### src/rtl/pb_imem_loader_pkg.sv
// rtl/pb_imem_loader_pkg.sv - shared widths, loader constants and state encoding
package pb_imem_loader_pkg;

    localparam int globalAddress_width = 16;
    localparam int data_width          = 32;

    localparam int LOADER_FIFO_DEPTH   = 4;
    localparam int LOADER_IDLE_TIMEOUT = 64;
    localparam int LOADER_RST_CYCLES   = 8;

    typedef enum logic [1:0] {
        IDLE    = 2'd0,
        LOAD    = 2'd1,
        DRAIN   = 2'd2,
        RELEASE = 2'd3
    } loader_state_t;

endpackage

### src/rtl/pb_imem_loader_sync_fifo.sv
// rtl/pb_imem_loader_sync_fifo.sv - registered FIFO, head read combinationally from storage
module pb_sync_fifo #(
    parameter int WIDTH = 8,
    parameter int DEPTH = 4
) (
    input  logic             clk,
    input  logic             rst,
    input  logic             push,
    input  logic [WIDTH-1:0] pushData,
    input  logic             pop,
    output logic             full,
    output logic             empty,
    output logic [WIDTH-1:0] head
);

    localparam int AW = $clog2(DEPTH);

    logic [WIDTH-1:0] mem [DEPTH];
    // Extra MSB distinguishes wrapped-full from empty when the indices match.
    logic [AW:0]      wrPtr;
    logic [AW:0]      rdPtr;

    assign empty = (wrPtr == rdPtr);
    assign full  = (wrPtr[AW] != rdPtr[AW]) && (wrPtr[AW-1:0] == rdPtr[AW-1:0]);
    assign head  = mem[rdPtr[AW-1:0]];

    // Storage and pointers; a push into a full FIFO is only legal alongside a pop,
    // which frees the slot being overwritten after its old value has been read.
    always_ff @(posedge clk or posedge rst) begin
        if (rst) begin
            wrPtr <= '0;
            rdPtr <= '0;
            for (int i = 0; i < DEPTH; i++) begin
                mem[i] <= '0;
            end
        end else begin
            if (push) begin
                mem[wrPtr[AW-1:0]] <= pushData;
                wrPtr              <= wrPtr + 1'b1;
            end
            if (pop) begin
                rdPtr <= rdPtr + 1'b1;
            end
        end
    end

endmodule

### src/rtl/pb_imem_loader.sv
// rtl/pb_imem_loader.sv - JTAG load stream to imem writer with core hold/reset; PB_LOADER_CHECKSUM_EN adds checksum_o
module pb_imem_loader
    import pb_imem_loader_pkg::*;
#(
    parameter int ADDR_W       = globalAddress_width,
    parameter int DATA_W       = data_width,
    parameter int FIFO_DEPTH   = LOADER_FIFO_DEPTH,
    parameter int IDLE_TIMEOUT = LOADER_IDLE_TIMEOUT,
    parameter int RST_CYCLES   = LOADER_RST_CYCLES
) (
    input  logic              clk_i,
    input  logic              rst_i,
    input  logic              ld_valid_i,
    input  logic [ADDR_W-1:0] ld_addr_i,
    input  logic [DATA_W-1:0] ld_data_i,
    output logic              mem_req_o,
    output logic [ADDR_W-1:0] mem_addr_o,
    output logic [DATA_W-1:0] mem_data_o,
    input  logic              mem_gnt_i,
    output logic              cpu_hold_o,
    output logic              cpu_rst_o,
    output logic              busy_o,
    output logic              ovf_o,
    output logic [15:0]       wcount_o,
    output logic [DATA_W-1:0] checksum_o
);

    localparam logic [1:0] stIdle    = IDLE;
    localparam logic [1:0] stLoad    = LOAD;
    localparam logic [1:0] stDrain   = DRAIN;
    localparam logic [1:0] stRelease = RELEASE;

    // One timer serves both the idle timeout and the release pulse length.
    localparam int TMAX = (IDLE_TIMEOUT > RST_CYCLES) ? IDLE_TIMEOUT : RST_CYCLES;
    localparam int TW   = $clog2(TMAX) + 1;

    logic [1:0]               state;
    logic [TW-1:0]            timer;
    logic                     fifoFull;
    logic                     fifoEmpty;
    logic                     pushEn;
    logic                     popEn;
    logic                     sessionStart;
    logic [ADDR_W+DATA_W-1:0] headWord;

    assign mem_req_o    = ((state == stLoad) || (state == stDrain)) && !fifoEmpty;
    assign popEn        = mem_req_o && mem_gnt_i;
    assign pushEn       = ld_valid_i && (state != stRelease) && (!fifoFull || popEn);
    assign sessionStart = (state == stIdle) && ld_valid_i;

    assign {mem_addr_o, mem_data_o} = headWord;
    assign cpu_hold_o = (state != stIdle);
    assign busy_o     = (state != stIdle);
    assign cpu_rst_o  = (state == stRelease);

    pb_sync_fifo #(
        .WIDTH (ADDR_W + DATA_W),
        .DEPTH (FIFO_DEPTH)
    ) u_fifo (
        .clk      (clk_i),
        .rst      (rst_i),
        .push     (pushEn),
        .pushData ({ld_addr_i, ld_data_i}),
        .pop      (popEn),
        .full     (fifoFull),
        .empty    (fifoEmpty),
        .head     (headWord)
    );

    // Session FSM: idle timeout closes LOAD, DRAIN waits for an empty FIFO, RELEASE pulses the core reset.
    always_ff @(posedge clk_i or posedge rst_i) begin
        if (rst_i) begin
            state <= stIdle;
            timer <= '0;
        end else begin
            case (state)
                stIdle: begin
                    if (ld_valid_i) begin
                        state <= stLoad;
                        timer <= '0;
                    end
                end
                stLoad: begin
                    if (fifoEmpty && !ld_valid_i) begin
                        if (timer == TW'(IDLE_TIMEOUT - 1)) begin
                            state <= stDrain;
                            timer <= '0;
                        end else begin
                            timer <= timer + 1'b1;
                        end
                    end else begin
                        timer <= '0;
                    end
                end
                stDrain: begin
                    if (ld_valid_i) begin
                        state <= stLoad;
                        timer <= '0;
                    end else if (fifoEmpty) begin
                        state <= stRelease;
                        timer <= '0;
                    end
                end
                stRelease: begin
                    if (timer == TW'(RST_CYCLES - 1)) begin
                        state <= stIdle;
                        timer <= '0;
                    end else begin
                        timer <= timer + 1'b1;
                    end
                end
                default: begin
                    state <= stIdle;
                    timer <= '0;
                end
            endcase
        end
    end

    // Sticky drop flag: any load pulse that could not be queued.
    always_ff @(posedge clk_i or posedge rst_i) begin
        if (rst_i) begin
            ovf_o <= 1'b0;
        end else if (ld_valid_i && !pushEn) begin
            ovf_o <= 1'b1;
        end
    end

    // Saturating count of words accepted by memory, restarted per session.
    always_ff @(posedge clk_i or posedge rst_i) begin
        if (rst_i) begin
            wcount_o <= '0;
        end else if (sessionStart) begin
            wcount_o <= '0;
        end else if (popEn && (wcount_o != 16'hFFFF)) begin
            wcount_o <= wcount_o + 16'd1;
        end
    end

`ifdef PB_LOADER_CHECKSUM_EN
    logic [DATA_W-1:0] sumReg;

    // Wrapping sum of accepted data, restarted per session and held afterwards for readback.
    always_ff @(posedge clk_i or posedge rst_i) begin
        if (rst_i) begin
            sumReg <= '0;
        end else if (sessionStart) begin
            sumReg <= '0;
        end else if (popEn) begin
            sumReg <= sumReg + mem_data_o;
        end
    end

    assign checksum_o = sumReg;
`else
    assign checksum_o = '0;
`endif

endmodule

### config.mk
export PLATFORM = sky130hd
export DESIGN_NAME = pb_imem_loader
export DESIGN_NICKNAME = d
export VERILOG_FILES = /design/src/rtl/pb_imem_loader_pkg.sv /design/src/rtl/pb_imem_loader_sync_fifo.sv /design/src/rtl/pb_imem_loader.sv
export SDC_FILE = /design/constraint.sdc
export NUM_CORES = 1
export LEC_CHECK = 0
export CAP_MARGIN = 30
export CORE_MARGIN = 4
export CORE_UTILIZATION = 52
export DETAILED_ROUTE_END_ITERATION = 7
export PLACE_DENSITY = 0.77
export SKIP_LAST_GASP = 1
export SLEW_MARGIN = 20
export SYNTH_ARGS = -nofsm -noshare
export SYNTH_HDL_FRONTEND = slang
export SYNTH_SLANG_ARGS = --single-unit
### constraint.sdc
create_clock -name clk_i -period 21 [get_ports clk_i]
set_input_delay 5.25 -clock clk_i [delete_from_list [all_inputs] [get_ports clk_i]]
set_output_delay 5.25 -clock clk_i [all_outputs]
set_load 0.02 [all_outputs]
==> reports/metrics.cfg <==
[critical_path]
slowest_delay_ps=850
reg2reg_depth=6
cp.arrival_ps=2810
slowest_stage=dfrtp_4
rrSetupSlack_ps=17870
r2r_end=u_fifo.mem[156]
path_buf_inv=2
r2r_start=u_fifo.rdPtr[1]
crit_family=buffers and inverters
cp.required_ps=15750
start_kind=register
critPathKind=reg -> out
critPathLaunch=u_fifo.rdPtr[0]
critical_path.cell_chain=buf_12 -> mux4_2 -> clkdlybuf4s50_1
crit_fanout=30
end_kind=output pin

[min_path]
holdCritStartpoint=u_fifo.mem[85]
whs_path_depth=1
min-delay-path-class=reg -> reg
hold_path_end=u_fifo.mem[85]

[layout]
final_common_cell=dfrtp_1
antenna_cells=0
final_cell_mix=dfrtp_1 (222), mux2_2 (150), clkdlybuf4s50_1 (120)
nets=877
synthToLayoutAreaGrowth_pct=20.0
final_cells=1095
drive_above_1_share_pct=30.7

[place]
placedCellCount=1051
dp_slack_ps=13230
finalWeightedCongestion=0.794
dp_hpwl_mm=14.0
port_buffers=120

[synth]
synth_ff_type=dfrtp_1
async_flop_share_pct=100
ys_types=45
synth_edf_count=0
syn_inst=693
syn-cell-area_um2=10400
ys_top_cells_by_area=dfrtp_1 (54%), mux2_2 (16%), mux4_2 (10%), mux2_1 (4.8%), buf_4 (2.5%)
ys_ff_latch=224
seq_area_frac_synth_pct=54.0
ys_warn_count=0
synth_top_cell_by_area=dfrtp_1
synth_area_per_cell_um2=15.0
synth.top_cell.area_share_pct=54.0

[floorplan]
start_util_pct=53.1
die_x_um=149
io_pins=153
placementRows=51
core_region_area_um2=19500
dieArea_um2=22300
die_h_um=149

[cts]
postCtsHoldBufs=0
clockBufferDepth=3
insertion_delay_ps=510
clkTransAtPathRegs_ps=60
cts.sinks=224
ctsResizeCount=0
numCtsBuffers=24
clockRootBuffer=clkbuf_16
post_cts_buffers=0
tritoncts=yes
cts.htree.levels=1

[power]
p_leak_nw=5.22
p_per_area_nw_per_um2=169
ir_drop_uv=123

[sta]
post-route-period-util_pct=38.4
setup_viol=0
fmax_mhz=124
tns_ps=0
min_period_ps=8060
max_slew_margin_pct=44.4
skew_ps=11.9
hold_viol_final=0
slew_viol_final=0
worst_slack_ps=12940
tightest_slew_ps=833
grt_setup_unrepaired=no

[routing]
avgViaCountPerCell=5.65
finalWirelength_mm=21.7
drtIter0Drc=282
firstDrtPassIters=4
drc=0
vias=6191
routedWlPerCell_um=19.8
antenna_left=0

[grt]
grt_usage_pct=19.7
grt_pass1_wl_mm=35.5
grt_pass1_vias=6800
grt_antenna_before_repair=0
gr-total-overflow=0
grt_max_degree=108

[run]
maxCapViolations=0

[outcome]
status=finished clean

==> state kept, by name, summed over array words and instances, names as in the netlist <==
signal	cells
state	2
u_fifo.rdPtr	3
wcount_o	16
u_fifo.mem	192
ovf_o	1
u_fifo.wrPtr	3
timer	7
==> stage by stage <==
step                      hold slack, ps  total power (W)  instance area (um2)  util, %
after floorplan                      453          0.00138                10500        -
final                                484          0.00210                12500     63.8
after detailed placement             477          0.00173                11700     59.9
after global placement               464          0.00167                11600     59.6
after global routing                 504          0.00222                12500     63.8
after CTS                            490          0.00213                12400     63.7
==> logic make-up (layout without fill, tap and decap cells) <==
group / after synthesis / in the layout / share of synthesized area, %
mux: 245 / 245 / 31.8
simple gates: 71 / 71 / 3.50
other cells: 1 / 32 / 0.0361
compound gates: 51 / 51 / 3.36
flops: 224 / 224 / 54.0
buf+inv: 78 / 184 / 4.72
xor+xnor: 11 / 11 / 1.15
fa+ha+maj: 12 / 12 / 1.45
==> synth_stat cells (12+ instances only) <==
| library cell | n |
|---|---|
| nor2_1 | 14 |
| nand2_1 | 15 |
| mux2_2 | 150 |
| o21ai_0 | 16 |
| buf_2 | 16 |
| mux4_2 | 48 |
| dfrtp_1 | 224 |
| ha_1 | 12 |
| mux2_1 | 44 |
| a21oi_1 | 13 |
| buf_4 | 35 |
==> worst register-to-register path, cell delays in order (launching register included) <==
cell and delay [ps]:
dfrtp_2 340, buf_4 650, xnor2_2 280, a311oi_4 500
and2_2 230, buf_4 580, mux2_2 440
==> area by class of cell <==
type,count,area (um2)
sequential,224,5610
tap,265,332
fill,1419,7080
timing repair buffer,131,1310
inverter,10,45.0
multi-input combinational,422,4400
clock inverter,3,26.3
clock buffer,40,721
==> metal layers <==
metal	GRT usage [%]	share of wire (%)	vias up
met1	24.8	40	3271
met4	5.58	2.5	0
met2	34.5	52	155
met3	4.19	5.3	39
met5	0	0	-
li1	-	-	2726
==> where the power goes <==
part	switching, W	leakage [nW]	total [W]	internal, W
clock network	0.000163	0.365	0.000396	0.000233
logic	0.000418	2.17	0.000948	0.000530
registers	0.000124	2.69	0.000760	0.000636
total	0.000705	5.22	0.00210	0.00140
==> worst max-delay path by stage <==
| stage | to | slack (ps) | cells past startpoint |
|---|---|---|---|
| after CTS | mem_data_o[1] | 12830 | 3 |
| after global placement | u_fifo.mem[164] | 13290 | 6 |
| after detailed placement | u_fifo.mem[162] | 13230 | 6 |
| final | mem_data_o[0] | 12940 | 3 |
| after global routing | mem_data_o[1] | 12760 | 3 |
| after floorplan | ovf_o | 9620 | 1 |
No activity file was read; power rests on OpenSTA's default activity.
